### config.mk
export PLATFORM = sky130hd
export DESIGN_NAME = flash_adc_encoder
export DESIGN_NICKNAME = d
export VERILOG_FILES = /design/src/rtl/adc_pkg.sv /design/src/rtl/therm_bubble_encoder.sv /design/src/rtl/flash_adc_encoder.sv
export SDC_FILE = /design/constraint.sdc
export NUM_CORES = 1
export LEC_CHECK = 0
export CAP_MARGIN = 20
export CORE_MARGIN = 2
export CORE_UTILIZATION = 40
export DETAILED_ROUTE_END_ITERATION = 12
export MAX_ROUTING_LAYER = met4
export PLACE_DENSITY = 0.56
export SLEW_MARGIN = 20
export SYNTH_ARGS = -nofsm -noshare
export SYNTH_HDL_FRONTEND = slang
export SYNTH_HIERARCHICAL = 1
export SYNTH_SLANG_ARGS = --single-unit
### constraint.sdc
create_clock -name clk -period 11 [get_ports clk]
set_clock_uncertainty 0.15 [all_clocks]
set_input_delay 1.65 -clock clk [delete_from_list [all_inputs] [get_ports clk]]
set_output_delay 1.65 -clock clk [all_outputs]
set_load 0.02 [all_outputs]
### src/rtl/adc_pkg.sv
// Shared constants and helpers for the flash ADC digital back-end.
package adc_pkg;

    localparam int ADC_THERM_W_DEF  = 15;
    localparam int ADC_AVG_LOG2_DEF = 2;

    // Width needed to hold a thermometer count from 0 to therm_w inclusive.
    function automatic int adc_code_w(input int therm_w);
        return $clog2(therm_w + 1);
    endfunction

endpackage

### src/rtl/therm_bubble_encoder.sv
// Combinational thermometer-to-binary encoder with bubble flagging.
// Define ADC_BUBBLE_CORRECT_EN to insert 3-input majority correction ahead of encoding.
module therm_bubble_encoder
    import adc_pkg::*;
#(
    parameter int THERM_W = ADC_THERM_W_DEF,
    localparam int OUT_W  = adc_code_w(THERM_W)
) (
    input  logic [THERM_W-1:0] i_therm,
    output logic [OUT_W-1:0]   o_code,
    output logic               o_bad
);

    logic [THERM_W-1:0] w_corr;
    logic               w_seen_zero;

`ifdef ADC_BUBBLE_CORRECT_EN
    // Pad with an implied 1 below bit 0 and an implied 0 above the top bit.
    logic [THERM_W+1:0] w_ext;
    assign w_ext = {1'b0, i_therm, 1'b1};

    always_comb begin
        w_corr = '0;
        for (int i = 0; i < THERM_W; i++) begin
            w_corr[i] = (w_ext[i]   & w_ext[i+1]) |
                        (w_ext[i]   & w_ext[i+2]) |
                        (w_ext[i+1] & w_ext[i+2]);
        end
    end
`else
    assign w_corr = i_therm;
`endif

    // NOTE: combinational logic uses blocking '=' with every output given a default
    // at the top, so each path assigns it and no latch is inferred.
    always_comb begin
        o_code      = '0;
        o_bad       = 1'b0;
        w_seen_zero = 1'b0;
        for (int i = 0; i < THERM_W; i++) begin
            if (!w_corr[i]) begin
                w_seen_zero = 1'b1;
            end else if (w_seen_zero) begin
                o_bad = 1'b1;
            end else begin
                o_code = o_code + OUT_W'(1);
            end
        end
    end

endmodule

### src/rtl/flash_adc_encoder.sv
// Flash ADC back-end: 2-flop sync, bubble-aware encode, 2^AVG_LOG2 averaging, valid/ready output.
// Optional majority bubble correction is enabled by defining ADC_BUBBLE_CORRECT_EN.
module flash_adc_encoder
    import adc_pkg::*;
#(
    parameter int THERM_W  = ADC_THERM_W_DEF,
    parameter int AVG_LOG2 = ADC_AVG_LOG2_DEF,
    localparam int OUT_W   = adc_code_w(THERM_W)
) (
    input  logic               clk,
    input  logic               rst,
    input  logic [THERM_W-1:0] therm_in,
    input  logic               sample_en,
    input  logic               clr,
    output logic [OUT_W-1:0]   code_out,
    output logic               code_valid,
    input  logic               code_ready,
    output logic               bubble_err,
    output logic               overrun
);

    localparam int ACC_W = OUT_W + AVG_LOG2;
    localparam int CNT_W = (AVG_LOG2 > 0) ? AVG_LOG2 : 1;
    localparam logic [CNT_W-1:0] CNT_LAST = CNT_W'((1 << AVG_LOG2) - 1);

    logic [THERM_W-1:0] r_sync1;
    logic [THERM_W-1:0] r_sync2;
    logic               r_s1_valid;
    logic [OUT_W-1:0]   r_s1_code;
    logic [ACC_W-1:0]   r_acc;
    logic [CNT_W-1:0]   r_count;
    logic [OUT_W-1:0]   r_code_out;
    logic               r_code_valid;
    logic               r_bubble_err;
    logic               r_overrun;

    logic [OUT_W-1:0]   w_code;
    logic               w_bad;
    logic [ACC_W-1:0]   w_sum;
    logic               w_last;
    logic               w_land;
    logic [OUT_W-1:0]   w_result;

    therm_bubble_encoder #(
        .THERM_W (THERM_W)
    ) u_encoder (
        .i_therm (r_sync2),
        .o_code  (w_code),
        .o_bad   (w_bad)
    );

    assign w_sum    = r_acc + ACC_W'(r_s1_code);
    assign w_last   = (r_count == CNT_LAST);
    assign w_land   = r_s1_valid && w_last && !clr;
    assign w_result = OUT_W'(w_sum >> AVG_LOG2);

    // NOTE: sequential state uses non-blocking '<=' so every flop samples pre-edge values.
    // NOTE: every register here is reset, including the datapath, because the reset
    // state of the synchroniser, stage 1 and the accumulator is observable.
    always_ff @(posedge clk or posedge rst) begin
        if (rst) begin
            r_sync1 <= '0;
            r_sync2 <= '0;
        end else begin
            r_sync1 <= therm_in;
            r_sync2 <= r_sync1;
        end
    end

    always_ff @(posedge clk or posedge rst) begin
        if (rst) begin
            r_s1_valid   <= 1'b0;
            r_s1_code    <= '0;
            r_bubble_err <= 1'b0;
        end else begin
            r_s1_valid <= sample_en && !clr;
            if (sample_en) begin
                r_s1_code <= w_code;
            end
            if (clr) begin
                r_bubble_err <= 1'b0;
            end else if (sample_en && w_bad) begin
                r_bubble_err <= 1'b1;
            end
        end
    end

    // The completing sample is summed combinationally, so acc never holds a full window.
    always_ff @(posedge clk or posedge rst) begin
        if (rst) begin
            r_acc   <= '0;
            r_count <= '0;
        end else if (clr) begin
            r_acc   <= '0;
            r_count <= '0;
        end else if (r_s1_valid) begin
            if (w_last) begin
                r_acc   <= '0;
                r_count <= '0;
            end else begin
                r_acc   <= w_sum;
                r_count <= r_count + CNT_W'(1);
            end
        end
    end

    always_ff @(posedge clk or posedge rst) begin
        if (rst) begin
            r_code_out   <= '0;
            r_code_valid <= 1'b0;
            r_overrun    <= 1'b0;
        end else begin
            if (w_land) begin
                r_code_out   <= w_result;
                r_code_valid <= 1'b1;
            end else if (r_code_valid && code_ready) begin
                r_code_valid <= 1'b0;
            end
            if (clr) begin
                r_overrun <= 1'b0;
            end else if (w_land && r_code_valid && !code_ready) begin
                r_overrun <= 1'b1;
            end
        end
    end

    assign code_out   = r_code_out;
    assign code_valid = r_code_valid;
    assign bubble_err = r_bubble_err;
    assign overrun    = r_overrun;

endmodule

==> flow_metrics.tcl <==
set metrics [dict create \
    result_of_the_run "completed" \
    final-max-slew-violation-count 0 \
    timing.final.hold_violations 0 \
    worst_slew_pin_slew_ns 0.844 \
    globalRouteTotalUtil_pct 16.5 \
    cell_area_after_synthesis_sq_um 3600 \
    powerDensity_nw_per_um2 106 \
    worstPathRequired_ns 11.04 \
    floorplan.die_area_sq_um 9780 \
    edff_count_synth 0 \
    ys_seq_area_share_pct 34.7 \
    clock_tree.htree_level_count 2 \
    cp-end-kind "register" \
    cts_setup_buffers 0 \
    post_synth_inst_count 373 \
    core_area_sq_um 8720 \
    layout_worst_path_cycle_share_pct 80.9 \
    crit_path_max_fanout 12 \
    post_route_cells_drive_above_1_share_pct 11.3 \
    totalNegativeSetupSlack_ns 0 \
    num_io_pins 27 \
    finalNetCount 427 \
    antenna_found_initial 0 \
    placement.io_buffers 26 \
    syn_nets 411 \
    postSynthAreaPerCell_sq_um 9.65 \
    setup_viol 0 \
    number_of_vias_after_detailed_routing 2715 \
    cts.sink_count 50 \
    cts_tree "yes" \
    diodes 0 \
    longest_clk_path_bufs 2 \
    starting_drt_drc_count 148 \
    drt-vias-per-instance 5.45 \
    antenna_violating_nets_post_route 0 \
    wl_per_cell_um 15.1 \
    cp_class "reg2reg" \
    worst_path_largest_cell_delay_ns 0.54 \
    cts.clk_slew.worst_paths_ns 0.08 \
    grt_first_pass_wirelength_mm 12.7 \
    final_design_area_no_fill_sq_um 4010 \
    ys.warnings.count 6 \
    timing.critical_path.slowest_stage_cell "sky130_fd_sc_hd__dfrtp_1" \
    dp_hpwl_mm 5.56 \
    global_route.overflow_total 0 \
    worstPathArrival_ns 8.94 \
    height_of_the_die_um 98.9 \
    grt.busiest_layer "met2" \
    clk_latency_ns 0.30 \
    startpoint_type "register" \
    clockRootBuffer "sky130_fd_sc_hd__clkbuf_8" \
    routed_wirelength_mm 7.54 \
    gpl.final_weighted_congestion 0.905 \
    crit_start "r_sync2[1]$_DFF_PP0_" \
    effective_utilization_at_floorplan_pct 41.3 \
    vdd_drop_max_v 0.0000780 \
    slew-limit-headroom_pct 43.7 \
    num-fill-cells 839 \
    netlist-cell-type-count 85 \
    detailed_place.area_sq_um 3900 \
    grt.met3_usage_pct 1.91 \
    grt_setup_unrepaired "false" \
    maxClockFrequency_mhz 112 \
    ys_async_sr_fraction_pct 100 \
    met2_usage_pct 24.1 \
    grt_start_max_net_pins 51 \
    hold_path.class "reg2reg" \
    worst_hold_slack_ns 0.202 \
    drv.max_cap_violation_count 0 \
    worst_reg2reg_path_startpoint "r_sync2[1]$_DFF_PP0_" \
    syn_to_final_growth_pct 11.2 \
    met1_usage_pct 23.9 \
    first_global_vias 2517 \
    period_needed_ns 8.90 \
    hold_path_startpoint "r_sync1[1]$_DFF_PP0_" \
    cts_hold_buf 0 \
    cts-resized-gates 0 \
    ys_dominant_reg_cell "sky130_fd_sc_hd__dfrtp_1" \
    cts-buffers-inserted 5 \
    chipWidth_um 98.9 \
    drc 0 \
    detail_route.first_pass.iterations 4 \
    static-leakage-power_nw 1.65 \
    postSynthRegisterBits 50 \
    rows 34 \
]
## through the flow
stage          power (mW)  utilization [%]  setup slack (ns)  std cells
2_1_floorplan       0.281                -              3.05        373
3_3_place_gp        0.303             44.7              2.40        490
3_5_place_dp        0.303             44.7              2.23        490
4_1_cts             0.430             45.9              2.18        498
5_1_grt             0.452             45.9              1.44        498
6_report            0.425             45.9              2.10        498
## Yosys cell counts (2+ instances only)
cell type,number,area [sq um]
sky130_fd_sc_hd__a21boi_0,3,22.5
sky130_fd_sc_hd__a21o_1,3,22.5
sky130_fd_sc_hd__a21oi_1,26,130
sky130_fd_sc_hd__a221oi_1,2,17.5
sky130_fd_sc_hd__a22o_1,2,17.5
sky130_fd_sc_hd__a22oi_1,3,22.5
sky130_fd_sc_hd__a31oi_1,5,31.3
sky130_fd_sc_hd__and2_1,3,18.8
sky130_fd_sc_hd__and3_1,3,18.8
sky130_fd_sc_hd__and4_1,2,17.5
sky130_fd_sc_hd__buf_2,3,15.0
sky130_fd_sc_hd__buf_4,2,15.0
sky130_fd_sc_hd__buf_6,3,33.8
sky130_fd_sc_hd__clkbuf_1,7,26.3
sky130_fd_sc_hd__dfrtp_1,50,1250
sky130_fd_sc_hd__ha_1,17,213
sky130_fd_sc_hd__inv_1,15,56.3
sky130_fd_sc_hd__mux2_2,4,45.0
sky130_fd_sc_hd__mux2_4,2,30.0
sky130_fd_sc_hd__mux2i_1,10,100
sky130_fd_sc_hd__nand2_1,32,120
sky130_fd_sc_hd__nand2b_1,6,37.5
sky130_fd_sc_hd__nand3_1,6,30.0
sky130_fd_sc_hd__nand3_2,3,30.0
sky130_fd_sc_hd__nand3_4,2,35.0
sky130_fd_sc_hd__nand3b_1,6,45.0
sky130_fd_sc_hd__nand4_1,9,56.3
sky130_fd_sc_hd__nand4_2,2,25.0
sky130_fd_sc_hd__nor2_1,24,90.1
sky130_fd_sc_hd__nor2b_1,5,31.3
sky130_fd_sc_hd__nor3_1,8,40.0
sky130_fd_sc_hd__o211ai_1,4,30.0
sky130_fd_sc_hd__o21a_1,3,22.5
sky130_fd_sc_hd__o21ai_0,16,80.1
sky130_fd_sc_hd__o31ai_1,4,30.0
sky130_fd_sc_hd__or2_1,2,12.5
sky130_fd_sc_hd__or3_1,3,18.8
sky130_fd_sc_hd__xnor2_1,20,175
sky130_fd_sc_hd__xnor2_2,2,32.5
sky130_fd_sc_hd__xor2_1,6,52.6
## per-layer routing
metal	part of all wire (%)	vias up
met5	0	-
met4	1.3	0
met1	51	1281
met2	44	49
li1	-	1378
met3	3.0	7
## path summary, 6_finish.rpt
kind / endpoint / slack (ns) / cells past startpoint
max: r_s1_code[2]$_DFFE_PP0P_ / 2.10 / 38
min: r_sync2[1]$_DFF_PP0_ / 0.20 / 0
max reg2reg: r_s1_code[2]$_DFFE_PP0P_ / 2.10 / 38
min reg2reg: r_sync2[1]$_DFF_PP0_ / 0.20 / 0
max in group asynchronous: r_acc[5]$_DFFE_PP0P_ / 8.54 / 2
min in group asynchronous: r_sync2[5]$_DFF_PP0_ / 1.66 / 2
## final cells by class
cell class              instances  area [sq um]  share of cell area [%]
clock inverters                 1          30.0                   0.750
inverters                      17          67.6                    1.69
flip-flops and latches         50          1250                    31.2
multi-input cells             289          2180                    54.5
clock buffers                   7          76.3                    1.91
well taps                     108           135                    3.37
repair buffers                 26           260                    6.50
## flip-flops by register name (all words and copies together), names as in the netlist
signal / count
r_sync1: 15
code_out: 4
r_acc: 6
r_sync2: 15
r_s1_code: 4
bubble_err: 1
r_s1_valid: 1
overrun: 1
code_valid: 1
r_count: 2
## where the power goes
group | internal (mW) | total, mW | leakage, nW | switching (mW)
Clock | 0.0681 | 0.125 | 0.0524 | 0.0567
Combinational | 0.0442 | 0.0967 | 0.976 | 0.0524
Sequential | 0.192 | 0.203 | 0.622 | 0.0116
## cell families after synthesis
group | after synthesis | synth area share [%]
AOI/OAI and AO/OA | 88 | 17.5
xor gates and xnor gates | 31 | 8.96
adders and majority gates | 18 | 6.46
buffers and inverters | 34 | 4.59
DFF | 50 | 34.7
muxes | 17 | 5.49
and+or+nand+nor | 135 | 22.3
## layout by cell type (no fill, tap or decap), types with 4 or more instances in the layout
cell / instances
sky130_fd_sc_hd__dfrtp_1: 50
sky130_fd_sc_hd__nand2_1: 32
sky130_fd_sc_hd__a21oi_1: 26
sky130_fd_sc_hd__clkdlybuf4s50_1: 26
sky130_fd_sc_hd__nor2_1: 24
sky130_fd_sc_hd__xnor2_1: 20
sky130_fd_sc_hd__ha_1: 17
sky130_fd_sc_hd__o21ai_0: 16
sky130_fd_sc_hd__inv_1: 14
sky130_fd_sc_hd__mux2i_1: 10
sky130_fd_sc_hd__nand4_1: 9
sky130_fd_sc_hd__nor3_1: 8
sky130_fd_sc_hd__xor2_1: 6
sky130_fd_sc_hd__nand3b_1: 6
sky130_fd_sc_hd__nand2b_1: 6
sky130_fd_sc_hd__nand3_1: 6
sky130_fd_sc_hd__nor2b_1: 5
sky130_fd_sc_hd__a31oi_1: 5
sky130_fd_sc_hd__clkbuf_8: 5
sky130_fd_sc_hd__o31ai_1: 4
sky130_fd_sc_hd__o211ai_1: 4
sky130_fd_sc_hd__mux2_2: 4
## critical path: cells and delay by family (launching register included)
family / cells / cell delay, ns
adders and majority gates: 7 / 2.17
DFF: 1 / 0.54
and+or+nand+nor: 6 / 1.20
xor gates and xnor gates: 4 / 0.55
muxes: 6 / 1.01
buffers and inverters: 2 / 0.38
AOI/OAI and AO/OA: 13 / 2.78
No activity file was read; power rests on OpenSTA's default activity.
